===== src/rtl/input_cond.sv =====
// input_cond: 2-flop synchroniser plus stable-count debounce for switches and buttons.
// Optional macro INPUT_COND_EDGE_EN builds the registered sw_chg / btn_rise / btn_fall strobes.
`default_nettype none

module input_cond #(
  parameter int SW_W      = 8,
  parameter int BTN_W     = 5,
  parameter int DB_CYCLES = 4
) (
  input  logic             clk,
  input  logic             rst,
  input  logic [SW_W-1:0]  sw_in,
  input  logic [BTN_W-1:0] btn_in,
  output logic [SW_W-1:0]  sw_out,
  output logic [BTN_W-1:0] btn_out,
  output logic             sw_chg,
  output logic [BTN_W-1:0] btn_rise,
  output logic [BTN_W-1:0] btn_fall
);

  localparam int N  = SW_W + BTN_W;
  localparam int CW = $clog2(DB_CYCLES + 1);
  localparam logic [CW-1:0] C_LAST = CW'(DB_CYCLES - 1);

  logic [N-1:0]  s1_q, s1_d;
  logic [N-1:0]  s2_q, s2_d;
  logic [N-1:0]  deb_q, deb_d;
  logic [CW-1:0] cnt_q [N];
  logic [CW-1:0] cnt_d [N];

  // Switches occupy the low bits, buttons the high bits of every per-bit vector.
  always_comb begin
    s1_d  = {btn_in, sw_in};
    s2_d  = s1_q;
    deb_d = deb_q;
    for (int i = 0; i < N; i++) begin
      cnt_d[i] = '0;
      if (s2_q[i] != deb_q[i]) begin
        if (cnt_q[i] == C_LAST) begin
          deb_d[i] = s2_q[i];
        end else begin
          cnt_d[i] = cnt_q[i] + 1'b1;
        end
      end
    end
  end

  always_ff @(posedge clk) begin
    if (!rst) begin
      s1_q  <= '0;
      s2_q  <= '0;
      deb_q <= '0;
      for (int i = 0; i < N; i++) begin
        cnt_q[i] <= '0;
      end
    end else begin
      s1_q  <= s1_d;
      s2_q  <= s2_d;
      deb_q <= deb_d;
      for (int i = 0; i < N; i++) begin
        cnt_q[i] <= cnt_d[i];
      end
    end
  end

  assign sw_out  = deb_q[SW_W-1:0];
  assign btn_out = deb_q[N-1:SW_W];

`ifdef INPUT_COND_EDGE_EN
  logic [N-1:0]     upd;
  logic             sw_chg_q, sw_chg_d;
  logic [BTN_W-1:0] btn_rise_q, btn_rise_d;
  logic [BTN_W-1:0] btn_fall_q, btn_fall_d;

  // Strobes register on the same edge as deb_q so they line up with the new level.
  always_comb begin
    upd        = deb_d ^ deb_q;
    sw_chg_d   = |upd[SW_W-1:0];
    btn_rise_d = upd[N-1:SW_W] & deb_d[N-1:SW_W];
    btn_fall_d = upd[N-1:SW_W] & ~deb_d[N-1:SW_W];
  end

  always_ff @(posedge clk) begin
    if (!rst) begin
      sw_chg_q   <= 1'b0;
      btn_rise_q <= '0;
      btn_fall_q <= '0;
    end else begin
      sw_chg_q   <= sw_chg_d;
      btn_rise_q <= btn_rise_d;
      btn_fall_q <= btn_fall_d;
    end
  end

  assign sw_chg   = sw_chg_q;
  assign btn_rise = btn_rise_q;
  assign btn_fall = btn_fall_q;
`else
  assign sw_chg   = 1'b0;
  assign btn_rise = '0;
  assign btn_fall = '0;
`endif

endmodule

`default_nettype wire


===== config.mk =====
export PLATFORM = sky130hd
export DESIGN_NAME = input_cond
export DESIGN_NICKNAME = d
export VERILOG_FILES = /design/src/rtl/input_cond.sv
export SDC_FILE = /design/constraint.sdc
export NUM_CORES = 1
export LEC_CHECK = 0
export ABC_AREA = 1
export CORE_MARGIN = 4
export CORE_UTILIZATION = 30
export CTS_CLUSTER_DIAMETER = 40
export DETAILED_ROUTE_END_ITERATION = 16
export GPL_ROUTABILITY_DRIVEN = 0
export GPL_TIMING_DRIVEN = 0
export SYNTH_ARGS = -nofsm -noshare
export SYNTH_HDL_FRONTEND = slang
export SYNTH_SLANG_ARGS = --single-unit

===== constraint.sdc =====
create_clock -name clk -period 1 [get_ports clk]
set_input_delay 0.15 -clock clk [delete_from_list [all_inputs] [get_ports clk]]
set_output_delay 0.15 -clock clk [all_outputs]
set_load 0.02 [all_outputs]

==> flow_metrics.py, run 1 <==
metrics = {
    "cells_and_area": {
        "nNetsFinal": 447,
        "layout.core_utilization_pct": 45.49,
        "multi_input_area_sq_mm": 0.001474,
        "area_growth_syn_to_layout_pct": 46.68,
        "antenna_cells": 0,
        "nFillCells": 935,
        "layout.area.seq_sq_mm": 0.001609,
        "drive_gt1_share_pct": 38.93,
    },
    "setup_path": {
        "critPathCapture": "deb_q[6]",
        "critical_path_required_ns": 1.23,
        "critPathMaxFanout": 3,
        "crit_path_start": "cnt_q[0][18]",
        "setup.worst_path.start_class": "flop",
        "worst-r2r-setup-slack_ns": -0.01,
        "worstReg2RegEnd": "deb_q[6]",
        "type_of_the_worst_setup_path": "flop to flop",
        "worst_ep_arrival_time_ns": 1.24,
        "end_kind": "flop",
        "worstRegToRegCells": 4,
        "worstReg2RegStart": "cnt_q[0][18]",
    },
    "timing": {
        "grt_setup_unrepaired": "yes",
        "final_worst_setup_slack_ns": -0.01380,
        "finalSetupViolCount": 1,
        "worst_slew_margin_relative_to_its_limit_pct": 65.83,
        "timing.final.crit_period_ns": 1.014,
        "finalCritPeriodShare_pct": 101.4,
        "tightest_slew_ns": 0.5126,
        "timing.final.hold_violations": 0,
        "fmax_mhz": 986.4,
        "maxSlewViolCount": 0,
        "timing.clock.skew_ns": 0.006399,
    },
    "pwr": {
        "clock_network_fraction_of_design_power_pct": 36.9,
        "power.share.switching_pct": 23.55,
        "p_leak_nw": 1.818,
        "power_per_cell_area_mw_per_mm2": 1328,
        "totalPowerFinal_w": 0.005609,
        "part_of_the_power_in_combinational_logic_pct": 6.1,
        "part_of_the_power_in_registers_pct": 57.0,
        "netSwitchingPower_w": 0.001321,
        "ir_worst_vdd_v": 0.0008854,
        "p_int_w": 0.004288,
    },
    "logic_synthesis": {
        "post_synth_most_frequent_cells": "sky130_fd_sc_hd__dfxtp_1 (78), sky130_fd_sc_hd__inv_1 (78), sky130_fd_sc_hd__nand2_1 (52), sky130_fd_sc_hd__nor2_1 (52), sky130_fd_sc_hd__ha_1 (26)",
        "ys.flop_type": "sky130_fd_sc_hd__dfxtp_1",
        "ys_warn_count": 0,
        "ys_types": 13,
        "syn-instance-count": 343,
        "synthTopCellsByArea": "sky130_fd_sc_hd__dfxtp_1 (54%), sky130_fd_sc_hd__ha_1 (11%), sky130_fd_sc_hd__inv_1 (10%)",
        "netlist.top_cell.by_area": "sky130_fd_sc_hd__dfxtp_1",
        "postSynthRegisterBits": 78,
        "synth-seq-area-share_pct": 54.24,
        "synth_edf_count": 0,
        "synthArstFlopShare_pct": 0,
        "synth_largest_type_area_fraction_pct": 54.24,
        "syn_area_per_cell_sq_um": 8.394,
        "syn_area_sq_mm": 0.002879,
    },
    "clock_tree": {
        "cts_hold_repair.buffers": 0,
        "clk_pin_slew_ns": 0.08,
        "numCtsBuffers": 9,
        "worstSkewPairLatency_ns": 0.34,
        "h-tree-depth": 3,
        "numClockSinks": 78,
        "cts-root-buf": "sky130_fd_sc_hd__clkbuf_8",
        "cts.path.max_buffers": 2,
        "cts_tree": "yes",
    },
    "drt": {
        "post_drt_via_cell_ratio": 3.920,
        "drt.antenna.violating_nets": 0,
        "first_iter_violations": 26,
        "post-route-drc-count": 0,
        "drt_wl_total_microns": 5353,
        "drtPass1Iterations": 4,
        "vias": 2117,
        "post_drt_wl_per_cell_microns": 9.913,
    },
    "floorplanning": {
        "fp.dieArea_sq_mm": 0.01123,
        "start_util_pct": 31.01,
        "floorplan.rows": 35,
        "ioPinCount": 39,
        "fp.dieW_microns": 106.0,
        "dieHeight_microns": 106.0,
        "floorplan.core_area_sq_mm": 0.009284,
    },
    "grt": {
        "first_global_vias": 2055,
        "wire_length_of_the_first_global_routing_pass_microns": 8769,
        "global_route_total_usage_across_every_layer_pct": 10.03,
        "initial_antenna_violation_count": 0,
        "grt.overflow.total": 0,
        "grt_start_max_net_pins": 14,
    },
    "placed_design": {
        "detailed_place_hpwl_microns": 3330,
        "port-buffer-count": 27,
    },
    "run_status": {
        "run_status": "finished with violations",
        "violated_checks": "negative setup slack",
    },
    "worst_hold_path": {
        "path_category_of_the_worst_min_delay_check": "input pin to flop",
    },
    "run": {
        "max-cap-violations": 0,
    },
}
[worst max-delay path, cell delays in order, from the launching register on]
cell	delay (ns)
sky130_fd_sc_hd__dfxtp_2	0.34
sky130_fd_sc_hd__ha_4	0.16
sky130_fd_sc_hd__ha_4	0.16
sky130_fd_sc_hd__o21ai_0	0.19
sky130_fd_sc_hd__a21oi_1	0.06
[flip-flops by register name, summed over array words and instances, names as in the netlist]
signal,flops
cnt_q,39
s1_q,13
deb_q,13
s2_q,13
[stage by stage]
| stage | instance area [sq um] | setup WS, ns | TNS (ns) | cells | hold WS (ns) |
|---|---|---|---|---|---|
| after floorplan | 2917 | 0.0003118 | 0 | 353 | 0.2476 |
| after global placement | 3348 | -0.4885 | -26.87 | 509 | 0.3921 |
| after detailed placement | 3348 | -0.4906 | -28.59 | 509 | 0.4002 |
| after CTS | 4001 | -0.04379 | -0.6521 | 535 | 0.3056 |
| after global routing | 4223 | -0.08572 | -1.800 | 540 | 0.3125 |
| final | 4223 | -0.01380 | -0.01380 | 540 | 0.3255 |
[cell families (layout without fill, tap and decap cells)]
group	after synthesis	count (layout)	share of synthesized area, %
buf+inv	95	153	13.99
compound gates	26	26	4.520
simple gates	117	117	15.82
flops	78	78	54.24
fa+ha+maj	26	26	11.30
other cells	1	11	0.1303
[placed cells by master (no fill, tap or decap), types with 4 or more instances in the layout]
| cell type | synthesis | final |
|---|---|---|
| sky130_fd_sc_hd__a21oi_1 | 13 | 11 |
| sky130_fd_sc_hd__buf_4 | 11 | 29 |
| sky130_fd_sc_hd__buf_6 | 0 | 12 |
| sky130_fd_sc_hd__clkbuf_8 | 0 | 10 |
| sky130_fd_sc_hd__clkdlybuf4s50_1 | 0 | 13 |
| sky130_fd_sc_hd__clkinvlp_4 | 0 | 4 |
| sky130_fd_sc_hd__conb_1 | 1 | 11 |
| sky130_fd_sc_hd__dfxtp_1 | 78 | 42 |
| sky130_fd_sc_hd__dfxtp_2 | 0 | 35 |
| sky130_fd_sc_hd__ha_4 | 0 | 26 |
| sky130_fd_sc_hd__inv_1 | 78 | 78 |
| sky130_fd_sc_hd__nand2_1 | 52 | 52 |
| sky130_fd_sc_hd__nand3_2 | 0 | 10 |
| sky130_fd_sc_hd__nor2_1 | 52 | 29 |
| sky130_fd_sc_hd__nor2_2 | 0 | 15 |
| sky130_fd_sc_hd__nor2_4 | 0 | 8 |
| sky130_fd_sc_hd__o21ai_1 | 0 | 9 |
[routing by layer]
metal / global-route usage, % / wire, microns / vias up
li1: - / - / 1124
met1: 10.49 / 2241 / 950
met2: 17.85 / 2803 / 34
met3: 3.764 / 232 / 9
met4: 4.533 / 75 / 0
met5: 0 / 0 / -
[power groups by stage]
stage               combinational, W  clock (W)  sequential (W)
finish                      0.000342    0.00207         0.00320
detailed placement          0.000285          0         0.00327
floorplan                   0.000185          0         0.00326
global placement            0.000277          0         0.00326
global route                0.000386    0.00230         0.00321
CTS                         0.000307    0.00215         0.00320
[final cells by class]
class                   count  area share, %
plain buffers              16          2.637
clock buffers              11          3.348
clock inverters             5         0.8296
inverters                  79          7.022
multi-input cells         180          34.90
flip-flops and latches     78          38.10
well taps                 129          3.822
repair buffers             42          9.333
[how the worst min path moves through the flow]
stage,cells after the start,start,slack [ns],endpoint
floorplan,2,sw_in[0],0.25,s1_q[0]
global placement,2,s1_q[2],0.39,s2_q[2]
detailed placement,2,s1_q[3],0.40,s2_q[3]
CTS,3,sw_in[5],0.31,s1_q[5]
global route,3,sw_in[2],0.31,s1_q[2]
finish,3,sw_in[5],0.33,s1_q[5]
[timing repair]
item / CTS / global route
resized for setup: 170 / 59
pin swaps: 61 / 38
setup endpoints to repair: 82 / 61
setup buffers: 10 / 5
(Power assumes the default switching activity.)
==> run 2, diff against run 1 <==
--- a/config.mk
+++ b/config.mk
@@ -13,4 +13,5 @@
 export GPL_ROUTABILITY_DRIVEN = 0
 export GPL_TIMING_DRIVEN = 0
+export SETUP_SLACK_MARGIN = 0.05
 export SYNTH_ARGS = -nofsm -noshare
 export SYNTH_HDL_FRONTEND = slang
==> constraint.sdc (replaced) <==
create_clock -name clk -period 1 [get_ports clk]
set_input_delay 0.1 -clock clk [delete_from_list [all_inputs] [get_ports clk]]
set_output_delay 0.1 -clock clk [all_outputs]
set_load 0.02 [all_outputs]
==> run 2 against run 1 <==
  * The run still ends with negative setup slack left
  * Die area stayed put
  * First-iteration DRC count is 130% higher
  * Via count is 0.66% lower
  * Global-route usage is 0.26 points lower
==> flow_metrics.py, run 2 (same netlist as run 1, synthesis figures left out) <==
metrics = {
    "run_status": {
        "run_status": "finished with violations",
        "violated_checks": "negative setup slack",
    },
    "drt": {
        "post_drt_wl_per_cell_microns": 9.315,
        "post-route-drc-count": 0,
        "drt_wl_total_microns": 5030,
        "post_drt_via_cell_ratio": 3.894,
        "vias": 2103,
        "drt.antenna.violating_nets": 0,
        "drtPass1Iterations": 4,
        "first_iter_violations": 61,
    },
    "grt": {
        "wire_length_of_the_first_global_routing_pass_microns": 8666,
        "global_route_total_usage_across_every_layer_pct": 9.776,
        "grt_use_met2_pct": 16.99,
        "first_global_vias": 2109,
        "use_met1_pct": 10.79,
        "grt.overflow.total": 0,
        "grt_most_used_layer": "met2",
        "initial_antenna_violation_count": 0,
        "grt_start_max_net_pins": 14,
        "groute.layer.met3.usage_pct": 3.036,
    },
    "setup_path": {
        "crit_path_start": "cnt_q[1][3]",
        "worst-r2r-setup-slack_ns": -0.03,
        "worstReg2RegEnd": "cnt_q[1][3]",
        "setup.worst_path.start_class": "flop",
        "worstReg2RegStart": "cnt_q[1][3]",
        "critical_path_required_ns": 1.28,
        "worstRegToRegCells": 5,
        "worst_ep_arrival_time_ns": 1.31,
        "type_of_the_worst_setup_path": "flop to flop",
        "critPathMaxFanout": 3,
        "end_kind": "flop",
    },
    "clock_tree": {
        "h-tree-depth": 3,
        "cts_hold_repair.buffers": 0,
        "cts_tree": "yes",
        "clk_pin_slew_ns": 0.08,
        "cts.path.max_buffers": 2,
        "worstSkewPairLatency_ns": 0.34,
        "numCtsBuffers": 9,
        "cts-root-buf": "sky130_fd_sc_hd__clkbuf_8",
        "numClockSinks": 78,
    },
    "timing": {
        "finalSetupViolCount": 28,
        "grt_setup_unrepaired": "yes",
        "timing.final.hold_violations": 0,
        "finalCritPeriodShare_pct": 103.1,
        "timing.clock.skew_ns": 0.009556,
        "timing.final.crit_period_ns": 1.031,
        "final_worst_setup_slack_ns": -0.03103,
        "fmax_mhz": 969.9,
        "maxSlewViolCount": 0,
    },
    "pwr": {
        "part_of_the_power_in_combinational_logic_pct": 5.5,
        "clock_network_fraction_of_design_power_pct": 39.7,
        "p_leak_nw": 1.834,
        "ir_worst_vdd_v": 0.0007483,
        "power_per_cell_area_mw_per_mm2": 1398,
        "power.share.switching_pct": 22.47,
        "part_of_the_power_in_registers_pct": 54.8,
        "p_int_w": 0.004528,
        "netSwitchingPower_w": 0.001313,
    },
    "cells_and_area": {
        "drive_gt1_share_pct": 38.93,
        "regMostFlops": "cnt_q",
        "finish.instance_area_sq_mm": 0.004177,
        "antenna_cells": 0,
        "mostFrequentLayoutCells": "sky130_fd_sc_hd__inv_1 (78), sky130_fd_sc_hd__nand2_1 (52), sky130_fd_sc_hd__dfxtp_1 (39)",
        "layout.core_utilization_pct": 44.99,
        "area_growth_syn_to_layout_pct": 45.07,
        "number_of_flip_flops_under_the_largest_register_name": 39,
        "nFillCells": 935,
        "mostFrequentLayoutCell": "sky130_fd_sc_hd__inv_1",
        "nNetsFinal": 447,
    },
    "floorplanning": {
        "fp.dieArea_sq_mm": 0.01123,
        "floorplan.core_area_sq_mm": 0.009284,
        "fp.dieW_microns": 106.0,
        "dieHeight_microns": 106.0,
        "floorplan.rows": 35,
        "start_util_pct": 31.01,
        "ioPinCount": 39,
    },
    "placed_design": {
        "detailed_place_hpwl_microns": 3601,
        "postPlaceCellArea_sq_mm": 0.003706,
        "port-buffer-count": 27,
    },
    "worst_hold_path": {
        "path_category_of_the_worst_min_delay_check": "input pin to flop",
        "holdPathEnd": "s1_q[3]",
        "timing.hold.worst.start": "sw_in[3]",
        "worstHoldPathCells": 3,
    },
    "run": {
        "max-cap-violations": 0,
    },
}
==> run 2: per-stage QoR <==
stage                     setup WS [ns]  total power, W  TNS, ns  hold WS (ns)  cells
after floorplan                 0.04618        0.003461        0        0.1976    353
after global placement          -0.4021        0.003555   -22.05        0.3947    509
after detailed placement        -0.4181        0.003564   -22.65        0.4030    509
after CTS                      -0.04289        0.005892  -0.6508        0.2683    538
after global routing            -0.1081        0.006113   -3.052        0.2850    540
final                          -0.03103        0.005841  -0.3643        0.2849    540
==> run 2: how the worst max path moves through the flow <==
stage / slack [ns] / cells after the start / endpoint
after floorplan: 0.05 / 5 / cnt_q[1][10]
after global placement: -0.40 / 5 / s2_q[9]
after detailed placement: -0.42 / 6 / cnt_q[0][12]
after CTS: -0.04 / 5 / cnt_q[0][19]
after global routing: -0.11 / 5 / cnt_q[0][0]
final: -0.03 / 5 / cnt_q[1][3]
==> run 2: metal layers <==
layer	share of wire, %	vias up	wire length, microns
met5	0	-	0
met4	1.3	0	65
met3	4.4	7	223
met2	48	30	2434
met1	46	941	2307
li1	-	1125	-
==> run 2: power groups by stage <==
| stage | Clock [W] | Sequential, W | Combinational, W |
|---|---|---|---|
| after floorplan | 0 | 0.00327 | 0.000191 |
| after global placement | 0 | 0.00327 | 0.000280 |
| after detailed placement | 0 | 0.00328 | 0.000287 |
| after CTS | 0.00240 | 0.00320 | 0.000294 |
| after global routing | 0.00254 | 0.00321 | 0.000363 |
| final | 0.00232 | 0.00320 | 0.000320 |
==> run 2: layout make-up <==
type                       instances  area (sq um)  area share, %
clock inverter                     6         61.31          1.468
tap                              129         161.4          3.865
inverter                          79         296.5          7.100
buffer                            16         115.1          2.756
timing repair buffer              42         376.6          9.017
clock buffer                      10         137.6          3.295
multi-input combinational        180          1415          33.88
sequential                        78          1613          38.62
==> run 2: worst max-delay path: stages (launching register included) <==
cell	delay (ns)
sky130_fd_sc_hd__dfxtp_2	0.34
sky130_fd_sc_hd__ha_4	0.16
sky130_fd_sc_hd__ha_4	0.17
sky130_fd_sc_hd__nor2_4	0.10
sky130_fd_sc_hd__nand3_4	0.10
sky130_fd_sc_hd__nor2_2	0.11
==> run 2: what timing repair did <==
item | 4_1_cts | 5_1_grt
gates resized for setup | 92 | 49
endpoints found under the setup margin | 69 | 78
buffers inserted | 13 | 2
pin swaps | 36 | 18
==> run 3, diff against run 2 <==
- SKIP_LAST_GASP: not set -> 1
- TNS_END_PERCENT: not set -> 5
==> run 3 against run 2 <==
  * The run still ends with negative setup slack left
  * Clock power barely moved
  * Cell area shrank 5.6%
  * Combinational power decreased by 5%
  * First-iteration DRC count shrank 11%
  * Critical path type unchanged
  * Critical endpoint is now cnt_q[0][0]
  * Largest power group unchanged
==> flow_metrics.py, run 3 (same netlist as run 1, synthesis figures left out) <==
metrics = {
    "setup_path": {
        "worstReg2RegStart": "cnt_q[0][1]",
        "critical_path_required_ns": 1.27,
        "worst_ep_arrival_time_ns": 1.32,
        "worstReg2RegEnd": "cnt_q[0][0]",
        "type_of_the_worst_setup_path": "flop to flop",
        "setup.worst_path.start_class": "flop",
        "end_kind": "flop",
        "worst-r2r-setup-slack_ns": -0.05,
        "worstRegToRegCells": 5,
        "critPathMaxFanout": 3,
    },
    "pwr": {
        "ir_worst_vdd_v": 0.0007396,
        "p_int_w": 0.004524,
        "netSwitchingPower_w": 0.001310,
        "part_of_the_power_in_registers_pct": 54.9,
        "clock_network_fraction_of_design_power_pct": 39.9,
        "p_leak_nw": 1.743,
        "power_per_cell_area_mw_per_mm2": 1479,
        "totalPowerFinal_w": 0.005834,
        "part_of_the_power_in_combinational_logic_pct": 5.2,
        "power.share.switching_pct": 22.45,
    },
    "drt": {
        "first_iter_violations": 54,
        "post_drt_wl_per_cell_microns": 9.275,
        "vias": 2039,
        "post_drt_via_cell_ratio": 3.862,
        "post-route-drc-count": 0,
        "drtPass1Iterations": 4,
        "drt_wl_total_microns": 4897,
        "drt.antenna.violating_nets": 0,
    },
    "cells_and_area": {
        "nFillCells": 952,
        "area_growth_syn_to_layout_pct": 36.98,
        "regMostFlops": "cnt_q",
        "layout.core_utilization_pct": 42.48,
        "mostFrequentLayoutCells": "sky130_fd_sc_hd__inv_1 (78), sky130_fd_sc_hd__nand2_1 (52), sky130_fd_sc_hd__dfxtp_1 (49)",
        "mostFrequentLayoutCell": "sky130_fd_sc_hd__inv_1",
        "antenna_cells": 0,
        "number_of_flip_flops_under_the_largest_register_name": 39,
        "finish.instance_area_sq_mm": 0.003944,
        "drive_gt1_share_pct": 30.58,
        "nNetsFinal": 435,
    },
    "timing": {
        "maxSlewViolCount": 0,
        "finalCritPeriodShare_pct": 105.1,
        "grt_setup_unrepaired": "yes",
        "timing.final.hold_violations": 0,
        "final_worst_setup_slack_ns": -0.05090,
        "timing.final.crit_period_ns": 1.051,
        "fmax_mhz": 951.6,
        "setup_total_negative_slack_ns": -0.5453,
        "timing.clock.skew_ns": 0.01011,
        "finalSetupViolCount": 32,
    },
    "grt": {
        "global_route_total_usage_across_every_layer_pct": 9.494,
        "grt_start_max_net_pins": 14,
        "first_global_vias": 2028,
        "initial_antenna_violation_count": 0,
        "wire_length_of_the_first_global_routing_pass_microns": 8411,
        "grt.overflow.total": 0,
    },
    "clock_tree": {
        "cts.path.max_buffers": 2,
        "numClockSinks": 78,
        "clk_pin_slew_ns": 0.08,
        "cts_hold_repair.buffers": 0,
        "worstSkewPairLatency_ns": 0.34,
        "h-tree-depth": 3,
        "numCtsBuffers": 9,
        "cts-root-buf": "sky130_fd_sc_hd__clkbuf_8",
        "cts_tree": "yes",
    },
    "worst_hold_path": {
        "worstHoldPathCells": 3,
        "path_category_of_the_worst_min_delay_check": "input pin to flop",
        "timing.hold.worst.start": "sw_in[2]",
        "holdPathEnd": "s1_q[2]",
    },
    "floorplanning": {
        "start_util_pct": 31.01,
        "fp.dieArea_sq_mm": 0.01123,
        "ioPinCount": 39,
        "floorplan.core_area_sq_mm": 0.009284,
        "dieHeight_microns": 106.0,
        "floorplan.rows": 35,
        "fp.dieW_microns": 106.0,
    },
    "placed_design": {
        "postPlaceCellArea_sq_mm": 0.003706,
        "placement.setup.worst_slack_ns": -0.4181,
        "detailed_place_hpwl_microns": 3601,
        "port-buffer-count": 27,
    },
    "run_status": {
        "violated_checks": "negative setup slack",
        "run_status": "finished with violations",
    },
    "run": {
        "max-cap-violations": 0,
    },
}
run 3: cell types whose count changed in the layout (fill, tap and decap cells not counted), sizes merged:
cell  delta
buf     -12
run 3: cell type report:
cell class	instances	area, sq um	share of cell area (%)
buffer	16	111.4	2.824
clock buffer	10	137.6	3.490
clock inverter	6	61.31	1.555
inverter	79	296.5	7.519
multi-input combinational	180	1345	34.11
sequential	78	1598	40.51
tap	129	161.4	4.093
timing repair buffer	30	232.7	5.901
run 3: what timing repair did:
action | 4_1_cts | 5_1_grt
gates resized for setup | 60 | 19
pin swaps | 13 | 13
cloned | 0 | 0
buffers inserted | 2 | 1
setup endpoints to repair | 69 | 85
run 3: per-stage QoR:
stage	hold WS (ns)	std cells
floorplan	0.1976	353
global placement	0.3947	509
detailed placement	0.4030	509
CTS	0.2683	527
global route	0.2850	528
finish	0.2880	528
run 3: critical path, stage by stage, from the launching register on:
cell	delay (ns)
sky130_fd_sc_hd__dfxtp_2	0.33
sky130_fd_sc_hd__ha_4	0.16
sky130_fd_sc_hd__ha_4	0.16
sky130_fd_sc_hd__nor2_2	0.10
sky130_fd_sc_hd__nand3_2	0.12
sky130_fd_sc_hd__nor2_1	0.12
run 3: worst max-delay path by stage:
stage                 startpoint      endpoint  slack [ns]
floorplan            cnt_q[1][9]  cnt_q[1][10]        0.05
global placement             rst       s2_q[9]       -0.40
detailed placement           rst  cnt_q[0][12]       -0.42
CTS                 cnt_q[0][18]  cnt_q[0][19]       -0.04
global route         cnt_q[0][1]   cnt_q[0][0]       -0.12
finish               cnt_q[0][1]   cnt_q[0][0]       -0.05
run 3: power groups by stage:
| stage | clock network [W] | registers [W] | logic, W |
|---|---|---|---|
| 5_1_grt | 0.00254 | 0.00321 | 0.000344 |
| 3_5_place_dp | 0 | 0.00328 | 0.000287 |
| 4_1_cts | 0.00240 | 0.00320 | 0.000291 |
| 3_3_place_gp | 0 | 0.00327 | 0.000280 |
| 6_report | 0.00233 | 0.00320 | 0.000303 |
| 2_1_floorplan | 0 | 0.00327 | 0.000191 |
run 3: routing by layer:
| metal | global-route usage [%] | wire length [microns] | up-vias |
|---|---|---|---|
| li1 | - | - | 1096 |
| met4 | 4.625 | 64 | 0 |
| met3 | 2.975 | 196 | 7 |
| met2 | 16.35 | 2320 | 35 |
| met5 | 0 | 0 | - |
| met1 | 10.60 | 2316 | 901 |
